===== config.mk =====
export PLATFORM = sky130hd
export DESIGN_NAME = mem_arbiter
export DESIGN_NICKNAME = d
export VERILOG_FILES = /design/src/rtl/mem_arb_pkg.sv /design/src/rtl/mem_arbiter.sv
export SDC_FILE = /design/constraint.sdc
export NUM_CORES = 1
export LEC_CHECK = 0
export CORE_ASPECT_RATIO = 0.9
export CORE_MARGIN = 2
export CORE_UTILIZATION = 36
export CTS_BUF_LIST = sky130_fd_sc_hd__clkbuf_4
export CTS_CLUSTER_SIZE = 10
export DETAILED_ROUTE_END_ITERATION = 12
export PLACE_DENSITY_LB_ADDON = 0.05
export SETUP_SLACK_MARGIN = 0.5
export SLEW_MARGIN = 20
export SYNTH_ARGS = -nofsm -noshare
export SYNTH_HDL_FRONTEND = slang
export SYNTH_SLANG_ARGS = --single-unit

===== constraint.sdc =====
create_clock -name clk -period 2.05 [get_ports clk]
set_input_delay 0.41 -clock clk [delete_from_list [all_inputs] [get_ports clk]]
set_output_delay 0.41 -clock clk [all_outputs]
set_load 0.02 [all_outputs]

===== src/rtl/mem_arb_pkg.sv =====
// Shared types and block geometry for the main-memory arbiter.
package mem_arb_pkg;

  typedef enum logic [2:0] {
    IDLE,
    WRITE,
    ISSUE,
    DRAIN,
    DONE
  } arb_state_t;

  typedef enum logic {
    OWN_I,
    OWN_D
  } owner_t;

  localparam int          BLK_WORDS = 8;
  localparam logic [15:0] BLK_MASK  = 16'hFFF0;

endpackage


===== src/rtl/mem_arbiter.sv =====
// Arbitrates single-ported main memory between I-miss, D-miss and D-store
// traffic, sequencing 8-word block fills against fixed-latency reads.
module mem_arbiter
  import mem_arb_pkg::*;
#(
  parameter int ADDR_W = 16,
  parameter int DATA_W = 16
) (
  input  logic              clk,
  input  logic              rst_n,
  input  logic              i_miss_req,
  input  logic [ADDR_W-1:0] i_miss_addr,
  input  logic              d_miss_req,
  input  logic [ADDR_W-1:0] d_miss_addr,
  input  logic              d_wr_req,
  input  logic [ADDR_W-1:0] d_wr_addr,
  input  logic [DATA_W-1:0] d_wr_data,
  output logic              d_wr_ack,
  output logic              mem_en,
  output logic              mem_wr,
  output logic [ADDR_W-1:0] mem_addr,
  output logic [DATA_W-1:0] mem_wdata,
  input  logic [DATA_W-1:0] mem_rdata,
  input  logic              mem_rvalid,
  output logic              i_fill_we,
  output logic              d_fill_we,
  output logic [ADDR_W-1:0] fill_addr,
  output logic [DATA_W-1:0] fill_data,
  output logic              i_fill_done,
  output logic              d_fill_done,
  output logic              busy
);

  arb_state_t        state, state_nxt;
  owner_t            owner;
  logic              last_d;
  logic [ADDR_W-1:0] base;
  logic [ADDR_W-1:0] wr_addr;
  logic [DATA_W-1:0] wr_data;
  logic [2:0]        issue_cnt;
  logic [3:0]        ret_cnt;
  logic [3:0]        ret_cnt_nxt;
  logic              ret_active;
  logic              grant_d;

  // On a tie the side that was not served by the previous fill wins.
  assign grant_d     = d_miss_req && (!i_miss_req || !last_d);
  assign ret_active  = ((state == ISSUE) || (state == DRAIN)) && mem_rvalid;
  assign ret_cnt_nxt = ret_cnt + {3'b000, ret_active};

  always_ff @(posedge clk) begin
    if (!rst_n) begin
      state <= IDLE;
    end else begin
      state <= state_nxt;
    end
  end

  always_comb begin
    state_nxt = state;
    case (state)
      IDLE: begin
        if (d_wr_req) begin
          state_nxt = WRITE;
        end else if (i_miss_req || d_miss_req) begin
          state_nxt = ISSUE;
        end
      end
      WRITE: state_nxt = IDLE;
      ISSUE: begin
        if (issue_cnt == 3'd7) begin
          state_nxt = DRAIN;
        end
      end
      // Look at the post-increment count so DONE follows the last return directly.
      DRAIN: begin
        if (ret_cnt_nxt == 4'(BLK_WORDS)) begin
          state_nxt = DONE;
        end
      end
      DONE:    state_nxt = IDLE;
      default: state_nxt = IDLE;
    endcase
  end

  always_ff @(posedge clk) begin
    if (!rst_n) begin
      owner     <= OWN_I;
      last_d    <= 1'b0;
      base      <= '0;
      wr_addr   <= '0;
      wr_data   <= '0;
      issue_cnt <= '0;
      ret_cnt   <= '0;
    end else begin
      case (state)
        IDLE: begin
          if (d_wr_req) begin
            wr_addr <= d_wr_addr;
            wr_data <= d_wr_data;
          end else if (i_miss_req || d_miss_req) begin
            owner     <= grant_d ? OWN_D : OWN_I;
            base      <= (grant_d ? d_miss_addr : i_miss_addr) & ADDR_W'(BLK_MASK);
            issue_cnt <= '0;
            ret_cnt   <= '0;
          end
        end
        ISSUE: begin
          issue_cnt <= issue_cnt + 3'd1;
          ret_cnt   <= ret_cnt_nxt;
        end
        DRAIN: ret_cnt <= ret_cnt_nxt;
        DONE:  last_d  <= (owner == OWN_D);
        default: ;
      endcase
    end
  end

  always_comb begin
    d_wr_ack    = 1'b0;
    mem_en      = 1'b0;
    mem_wr      = 1'b0;
    mem_addr    = '0;
    mem_wdata   = '0;
    i_fill_done = 1'b0;
    d_fill_done = 1'b0;
    busy        = (state != IDLE);
    case (state)
      WRITE: begin
        mem_en    = 1'b1;
        mem_wr    = 1'b1;
        mem_addr  = wr_addr;
        mem_wdata = wr_data;
        d_wr_ack  = 1'b1;
      end
      ISSUE: begin
        mem_en   = 1'b1;
        mem_addr = base | ADDR_W'({issue_cnt, 1'b0});
      end
      DONE: begin
        i_fill_done = (owner == OWN_I);
        d_fill_done = (owner == OWN_D);
      end
      default: ;
    endcase
  end

  // Return path is combinational so each word lands in the cache in its valid cycle.
  always_comb begin
    i_fill_we = 1'b0;
    d_fill_we = 1'b0;
    fill_addr = '0;
    fill_data = '0;
    if (ret_active) begin
      i_fill_we = (owner == OWN_I);
      d_fill_we = (owner == OWN_D);
      fill_addr = base | ADDR_W'({ret_cnt[2:0], 1'b0});
      fill_data = mem_rdata;
    end
  end

endmodule


## After elaboration in Yosys (flattened, before gate mapping)

Cells that the tools add are included.

- Memory bits (read-only): 0
- Flip-flop bits (word level): 56
- Word-level logic and storage cells: 66
- RAM bits: 0
- Latch bits: 0
- Memories kept: 0

- $add $sub $neg: 2
- Reduce and logical (&&, ||, !) cells: 18
- Multiplexer cells: 23
- $lt $le $gt $ge: 0
- Multipliers: 0
- Shift operators: 0
- Divide/modulo/power cells: 0
- Eq/ne operators: 11
- Bitwise operators: 4

Operators by type and width:

| kind | number |
|---|---|
| 16-bit two-way mux | 4 |
| 16-bit by 4-bit OR with 16-bit output | 2 |
| 16-bit one-hot mux with 2 select lines | 1 |
| 3-bit two-way mux | 6 |
| 3-bit AND reduction | 4 |
| 3-bit one-hot mux with 3 select lines | 1 |
| 4-bit two-way mux | 2 |
| 4-bit one-hot mux with 2 select lines | 1 |
| 1-bit two-way mux | 7 |
| 3-bit by 2-bit equality test with 1-bit output, second input constant | 2 |
| 3-bit equality test, second input constant | 2 |
| 3-bit one-hot mux with 2 select lines | 1 |
| 4-bit by 1-bit adder with 4-bit output | 1 |
| 4-bit equality test, second input constant | 1 |
| 2-bit by 1-bit inequality test with 1-bit output, second input constant | 2 |
| 2-bit inequality test, second input constant | 2 |
| 2-bit nonzero test | 2 |
| 2-bit OR reduction | 2 |
| 3-bit by 1-bit adder with 3-bit output, second input constant | 1 |
| 3-bit by 1-bit equality test with 1-bit output, second input constant | 1 |
| 3-bit logical NOT | 1 |
| 1-bit logical OR | 3 |
| 3-bit inequality test, second input constant | 1 |
| 3-bit nonzero test | 1 |
| 4 further kinds | 7 |

## Depth between registers and ports, before layout

Gate-level depths: netlist (run 1).

- Depth after elaboration: 7
- Mapped depth: 9

## Least setup slack after synthesis (run 1)

OpenSTA, ideal clock, no wires.

- Path kind: register to register
- Start: register state[1]
- End: register state[0]
- Path slack: -0.219 ns
- Data required time: 1.925 ns
- Arrival time: 2.144 ns
- Setup time: 0.125 ns
- Period minus slack after synthesis: 2.269 ns
- Cell stages (with the launch flop): 10
- Path through: dfxtp_1 > nor2b_1 > buf_2 > and2_1 > ha_1 > ha_1 > nor2_1 > nand3_1 > o21ai_0 > o22ai_1

- Word-level cells in the longest chain between the ends: 7

RTL lines:

| item | line | source |
|---|---|---|
| start: declaration | mem_arbiter.sv:34 | `arb_state_t state, state_nxt;` |
| start signal: assignment | mem_arbiter.sv:55 | `state <= state_nxt;` |
| 3-bit by 2-bit equality test with 1-bit output | mem_arbiter.sv:48, mem_arbiter.sv:61 |  |
| 1-bit logical OR | mem_arbiter.sv:48 | `assign ret_active = ((state == ISSUE) \|\| (state == DRAIN)) && mem_rvalid;` |
| 1-bit logical AND | mem_arbiter.sv:48 |  |
| 4-bit by 1-bit adder with 4-bit output | mem_arbiter.sv:49 | `assign ret_cnt_nxt = ret_cnt + {3'b000, ret_active};` |
| 4-bit equality test | mem_arbiter.sv:77 | `if (ret_cnt_nxt == 4'(BLK_WORDS)) begin` |
| 2-bit by 1-bit inequality test with 1-bit output (no line) | n/a |  |
| 3-bit AND reduction (no line) | n/a |  |

Parallel ways exist; a longest one is shown, timed or not.
A chain may end at the register's enable or synchronous reset.

## Worst setup path after layout (run 1)

- Start: register state[2]
- End: output port mem_addr[1]

- Word-level cells in the longest chain between the ends: 2

RTL lines:

| item | line | source |
|---|---|---|
| 3-bit by 2-bit equality test with 1-bit output or 3-bit by 1-bit equality test with 1-bit output (tied branches) | mem_arbiter.sv:128 | `case (state)` |
| 16-bit one-hot mux with 2 select lines (*) | mem_arbiter.sv:128 |  |
| end: declaration | mem_arbiter.sv:21 | `output logic [ADDR_W-1:0] mem_addr,` |

Mark *: on every way between the ends. The rest lies on a longest branch, timed or not.

==> results.sh, run 1 <==
export IMPL_status="finished, violations left"
export IMPL_violations="negative setup slack"
export IMPL_area_delta_synth_final_pct=111
export IMPL_root_buffer="clkbuf_4"
export IMPL_path_buf_inv=4
export IMPL_cp_data_arrival_time_ps=1750
export IMPL_clock_latency_ps=400
export IMPL_start_kind="flip-flop"
export IMPL_ys_ff_latch=56
export IMPL_crit_family="buffers and inverters"
export IMPL_drt_iter0_markers=126
export IMPL_finalCriticalPeriod_ps=2160
export IMPL_ios=158
export IMPL_endpoint_kind="primary output"
export IMPL_yosysTopAreaCell="dfxtp_1"
export IMPL_cts_sinks=56
export IMPL_vias=3301
export IMPL_synthSimpleGateAreaFrac=0.284
export IMPL_slew_headroom=0.577
export IMPL_overflow=0
export IMPL_skew_ps=23.7
export IMPL_drive_above_1_share=0.531
export IMPL_grt_pass1_vias=3178
export IMPL_synth_top_family_by_area="simple AND/OR/NAND/NOR gates"
export IMPL_cts_inserted_buffers=5
export IMPL_peakVddDrop_mv=0.335
export IMPL_die_w_um=98.4
export IMPL_finalNetCount=623
export IMPL_max_freq_mhz=464
export IMPL_drtAntennaViolNets=0
export IMPL_portBuffers=148
export IMPL_dp_cells=586
export IMPL_path_class="reg2out"
export IMPL_crit_top_cell="buf_6"
export IMPL_synth_fa_ha_area_frac=0.0173
export IMPL_core_area_um2=7660
export IMPL_wirelength_mm=11.8
export IMPL_hold_class="reg2reg"
export IMPL_max_clock_path_buffers=2
export IMPL_grt_max_degree=36
export IMPL_yosys_area_top_type_share=0.388
export IMPL_clkSlewWorstSetupHoldPaths_ps=160
export IMPL_drt_vias_per_instance=5.25
export IMPL_synth_cell_type_count=33
export IMPL_rsz0062_at_grt="yes"
export IMPL_setup_tns_ps=-2730
export IMPL_wire_per_inst_um=18.8
export IMPL_period_share=1.05
export IMPL_antenna_cells=0
export IMPL_synth_compound_area_frac=0.208
export IMPL_seq_area_frac_synth=0.388
export IMPL_routedLengthMet1_mm=4.85
export IMPL_pwr_density_cell_nw_per_um2=510
export IMPL_synthMuxAreaShare=0.0451
export IMPL_ys_warn_count=0
export IMPL_netlist_area_um2=2890
export IMPL_htreeDepth=2
export IMPL_grt_antenna_before_repair=0
export IMPL_cap_viol_max_count=0
export IMPL_drv_slew=0
export IMPL_floorplan_die_area_um2=8750
export IMPL_dp_hpwl_mm=6.49
export IMPL_p_leak_uw=0.00273
export IMPL_initial_utilization=0.377
export IMPL_timing_final_hold_violations=0
export IMPL_drcViolationCount=0
export IMPL_grt_pass1_wl_mm=16.2
export IMPL_drtPass1Iterations=4
export IMPL_critPathMaxStageDelay_ps=400
export IMPL_setup_viol=46
export IMPL_cts_tree="done"
export IMPL_route_top_layer_used="met4"
export IMPL_stdcell_count=629
export IMPL_netlist_instances=349
export IMPL_rows=30
export IMPL_wl_met2_mm=6.15
export IMPL_avgSynthCellArea_um2=8.27
export IMPL_worst_hold_slack_ps=469
export IMPL_worst_slack_ps=-107
export IMPL_power_uw=3120
export IMPL_grt_use_total=0.232
export IMPL_cpMaxStageDelayCell="dfxtp_4"
export IMPL_critPathRequiredTime_ps=1640
export IMPL_met3_length_um=626
export IMPL_fp_dieH_um=89.0
export IMPL_tightest_slew_ps=634
export IMPL_synth_xor_area_frac=0.00303
export IMPL_path_cells="nor3_4, buf_6, buf_6, buf_12, a22o_1, buf_6"
export IMPL_gp_congestion=0.809
export IMPL_synth_nets=439
export IMPL_synth_area_top_cells="dfxtp_1 39%, nand2_1 11%, a21boi_0 7.8%"
export IMPL_crit_fanout=7
-- power by group --
| group | internal [µW] | switching [µW] | total (µW) |
|---|---|---|---|
| Clock | 373 | 368 | 742 |
| Combinational | 645 | 501 | 1150 |
| Sequential | 1160 | 65.3 | 1230 |
-- sequential cells by signal, summed over array words and instances, names as in the netlist --
register   count
owner          1
last_d         1
state          3
wr_addr       16
base          12
wr_data       16
issue_cnt      3
ret_cnt        4
-- layout make-up --
class | instances | area [µm²]
fill | 486 | 1550
multi-input combinational | 260 | 2330
clock buffer | 5 | 37.5
timing repair buffer | 207 | 2410
sequential | 56 | 1130
tap | 96 | 120
inverter | 3 | 13.8
clock inverter | 2 | 60.1
-- Yosys cell counts (all sizes together) --
master,count
mux2i,13
nand3,8
nand2b,2
a22o,15
nand2,85
and2,19
dfxtp,56
o211a,12
conb,1
nor2b,5
a21oi,2
a21boi,37
nand4,1
o22ai,1
xor2,1
nor4,1
nor3,2
a22oi,1
buf,15
o21ai,3
and3,35
nor2,8
ha,4
clkbuf,15
inv,3
o21a,4
-- cells by family (layout without fill, tap and decap cells) --
group | count (synthesis) | count (layout)
mux | 13 | 13
flops | 56 | 56
compound gates | 75 | 75
other cells | 1 | 1
fa+ha+maj | 4 | 4
xor+xnor | 1 | 1
buf+inv | 33 | 217
simple gates | 166 | 166
-- per-layer routing --
| metal | GRT usage | vias to the layer above |
|---|---|---|
| li1 | - | 1569 |
| met1 | 0.290 | 1622 |
| met2 | 0.418 | 94 |
| met3 | 0.0453 | 16 |
| met4 | 0.0573 | 0 |
| met5 | 0 | - |
-- cells in the final DEF (no fill, tap or decap), types with 4 or more instances in the layout --
cell,instances
mux2i_1,13
a21boi_2,17
nand2_2,22
clkbuf_4,5
nor2_1,5
buf_8,6
and2_4,19
nand3_2,4
a22o_4,11
buf_12,9
buf_6,91
dfxtp_1,53
nand2_1,46
clkdlybuf4s50_1,76
buf_16,6
a21boi_1,20
and3_4,33
o211a_1,12
nand2_4,17
a22o_1,4
buf_4,15
-- through the flow --
stage	instance area [µm²]	util	worst slack, ps
finish	6110	0.797	-107
global route	6110	0.797	-197
CTS	5670	0.740	-21.6
detailed placement	4790	0.625	-298
global placement	4790	0.625	-271
floorplan	3140	-	302
-- worst paths after layout --
path | start | end | slack (ps) | cells after the start
max reg2reg | state[2]$_SDFFE_PN0P_ | state[2]$_SDFFE_PN0P_ | 50 | 10
max | state[2]$_SDFFE_PN0P_ | mem_addr[1] | -110 | 6
min | wr_data[4]$_SDFFE_PN0P_ | wr_data[4]$_SDFFE_PN0P_ | 470 | 2
min reg2reg | wr_data[4]$_SDFFE_PN0P_ | wr_data[4]$_SDFFE_PN0P_ | 470 | 2
-- tightest hold or removal path, stage by stage, from the launching register on --
cell and delay, ps:
dfxtp_1 340, nand2_1 50, a21boi_1 50
-- timing repair --
action / 4_1_cts / 5_1_grt
pin swaps: 36 / 56
resized for setup: 518 / 111
cloned: 8 / 4
hold buffers: 0 / 0
endpoints found under the setup margin: 91 / 126
setup buffers: 18 / 6
No activity file was read; power rests on OpenSTA's default activity.
==> run 2: changes to the inputs <==
--- a/config.mk
+++ b/config.mk
@@ -5,9 +5,10 @@
 export SDC_FILE = /design/constraint.sdc
 export NUM_CORES = 1
 export LEC_CHECK = 0
+export ABC_AREA = 1
 export CORE_ASPECT_RATIO = 0.9
 export CORE_MARGIN = 2
-export CORE_UTILIZATION = 36
+export CORE_UTILIZATION = 37
 export CTS_BUF_LIST = sky130_fd_sc_hd__clkbuf_4
 export CTS_CLUSTER_SIZE = 10
 export DETAILED_ROUTE_END_ITERATION = 12
==> results.sh, run 2 <==
export IMPL_clkPwrFrac=0.105
export IMPL_finalCriticalPeriod_ps=2030
export IMPL_seq_area_frac_synth=0.373
export IMPL_timing_final_hold_violations=0
export IMPL_wire_per_inst_um=14.8
export IMPL_skew_ps=18.1
export IMPL_fp_dieH_um=89.5
export IMPL_initial_utilization=0.378
export IMPL_async_reset_ff_frac=0
export IMPL_path_class="reg2out"
export IMPL_switchingPower_uw=1970
export IMPL_internal_power_uw=2570
export IMPL_status="completed"
export IMPL_max_freq_mhz=493
export IMPL_drtAntennaViolNets=0
export IMPL_yosysTopAreaCell="dfxtp_1"
export IMPL_synth_area_top_cells="dfxtp_1 37%, inv_1 9.1%, a21oi_1 7.8%"
export IMPL_yosysMostFrequentCell="inv_1"
export IMPL_setup_tns_ps=0
export IMPL_max_clock_path_buffers=2
export IMPL_synth_fa_ha_area_frac=0.0166
export IMPL_endpoint_kind="primary output"
export IMPL_wirelength_mm=10.3
export IMPL_hold_class="in2reg"
export IMPL_peakVddDrop_mv=0.370
export IMPL_netlist_area_um2=3010
export IMPL_swShare=0.434
export IMPL_synth_nets=517
export IMPL_period_share=0.990
export IMPL_grt_pass1_vias=3292
export IMPL_drt_vias_per_instance=4.87
export IMPL_start_kind="flip-flop"
export IMPL_vias=3386
export IMPL_dp_hpwl_mm=6.61
export IMPL_synthFlopType="dfxtp_1"
export IMPL_netlist_instances=427
export IMPL_synth_compound_area_frac=0.210
export IMPL_synth_edf_count=0
export IMPL_portBuffers=148
export IMPL_yosys_area_top_type_share=0.373
export IMPL_grt_max_degree=65
export IMPL_floorplan_die_area_um2=8870
export IMPL_drcViolationCount=0
export IMPL_clock_latency_ps=380
export IMPL_drv_slew=0
export IMPL_setup_viol=0
export IMPL_overflow=0
export IMPL_cap_viol_max_count=0
export IMPL_die_w_um=99.0
export IMPL_grt_antenna_before_repair=0
export IMPL_cts_tree="done"
export IMPL_cts_sinks=56
export IMPL_layout_commonest_cell="buf_6"
export IMPL_core_area_um2=7950
export IMPL_synthSimpleGateAreaFrac=0.223
export IMPL_cts_inserted_buffers=5
export IMPL_rsz0062_at_grt="yes"
export IMPL_synthMuxAreaShare=0
export IMPL_holdBufCountCts=0
export IMPL_crit_fanout=9
export IMPL_worst_hold_slack_ps=472
export IMPL_area_delta_synth_final_pct=93.8
export IMPL_combPwrFrac=0.595
export IMPL_layout_common_cells="79 x buf_6, 75 x clkdlybuf4s50_1, 71 x inv_1"
export IMPL_gp_congestion=0.839
export IMPL_power_uw=4540
export IMPL_synth_top_family_by_area="simple AND/OR/NAND/NOR gates"
export IMPL_rows=31
export IMPL_ys_ff_latch=56
export IMPL_reg_top3="wr_addr (16), wr_data (16), base (12)"
export IMPL_finalNetCount=685
export IMPL_pwr_density_cell_nw_per_um2=779
export IMPL_drtPass1Iterations=4
export IMPL_synth_cell_type_count=36
export IMPL_drt_iter0_markers=84
export IMPL_ios=158
export IMPL_p_seq_frac=0.300
export IMPL_critPathRequiredTime_ps=1640
export IMPL_drive_above_1_share=0.411
export IMPL_fill_cells=599
export IMPL_p_leak_uw=0.00228
export IMPL_grt_use_total=0.220
export IMPL_clkSlewWorstSetupHoldPaths_ps=170
export IMPL_synthTopCellsByCount="73 x inv_1, 58 x nor2_1, 56 x dfxtp_1"
export IMPL_grt_pass1_wl_mm=15.7
export IMPL_cp_data_arrival_time_ps=1620
export IMPL_avgSynthCellArea_um2=7.04
export IMPL_antenna_cells=0
export IMPL_htreeDepth=2
export IMPL_ys_warn_count=0
export IMPL_synth_xor_area_frac=0
export IMPL_root_buffer="clkbuf_4"
run 2: cell types whose count changed after synthesis, sizes merged, moves of 12 or more:
cell / change
a21boi: -37
a21oi: +50
a22o: -15
and2: -19
and3: -35
inv: +77
mux2i: -13
nand2: -28
nand3: +15
nor2: +52
o211a: -12
o21ai: +45
o22ai: +12
run 2: power by group through the flow:
stage	registers (µW)	clock network [µW]	logic, µW
after floorplan	1370	0	1470
after CTS	1360	498	2520
after global placement	1380	0	2040
after detailed placement	1380	0	2070
final	1360	479	2700
after global routing	1380	549	2880
run 2: path summary, 6_finish.rpt:
check / start / endpoint / slack [ps] / cells after the start
setup reg to reg: state[1]$_SDFFE_PN0P_ / state[0]$_SDFFE_PN0P_ / 100 / 14
hold reg to reg: wr_addr[2]$_SDFFE_PN0P_ / wr_addr[2]$_SDFFE_PN0P_ / 480 / 2
hold / removal: rst_n / base[15]$_SDFFE_PN0P_ / 470 / 3
setup / recovery: state[1]$_SDFFE_PN0P_ / mem_addr[9] / 20 / 7
run 2: layout make-up:
type / instances / area, µm² / share of cell area
clock buffers: 5 / 37.5 / 0.00644
clock inverters: 3 / 13.8 / 0.00236
inverters: 81 / 337 / 0.0578
multi-input cells: 269 / 2170 / 0.372
flip-flops and latches: 56 / 1130 / 0.195
well taps: 99 / 124 / 0.0213
repair buffers: 182 / 2020 / 0.346
run 2: kinds of logic after synthesis:
family,after synthesis
AOI/OAI and AO/OA,115
adders and majority gates,4
buffers and inverters,107
DFF,56
other,1
and+or+nand+nor,144
run 2: layer usage:
metal	GRT usage	part of all wire
met2	0.379	0.49
met1	0.276	0.42
met5	0	0
met3	0.0555	0.069
met4	0.0623	0.021
run 2: repair_timing:
action                                  CTS  global route
pin swaps                                 8             8
gates resized for setup                 529            21
buffers inserted                         10             4
endpoints found under the setup margin   78           120
cloned                                    5             4
run 2: critical path, cell delays in order, from the launching register on:
cell and delay [ps]:
dfxtp_4 410, buf_4 120, nand2_4 70, inv_8 90, nand2_4 90, buf_12 170, o22ai_4 160, buf_6 140
run 2: per-stage QoR:
stage	util	setup slack [ps]	instance area (µm²)	instances
after global placement	0.624	-272	4960	664
final	0.733	20.1	5830	695
after detailed placement	0.624	-327	4960	664
after floorplan	-	139	3410	427
after global routing	0.733	-73.2	5830	695
after CTS	0.712	7.38	5660	687
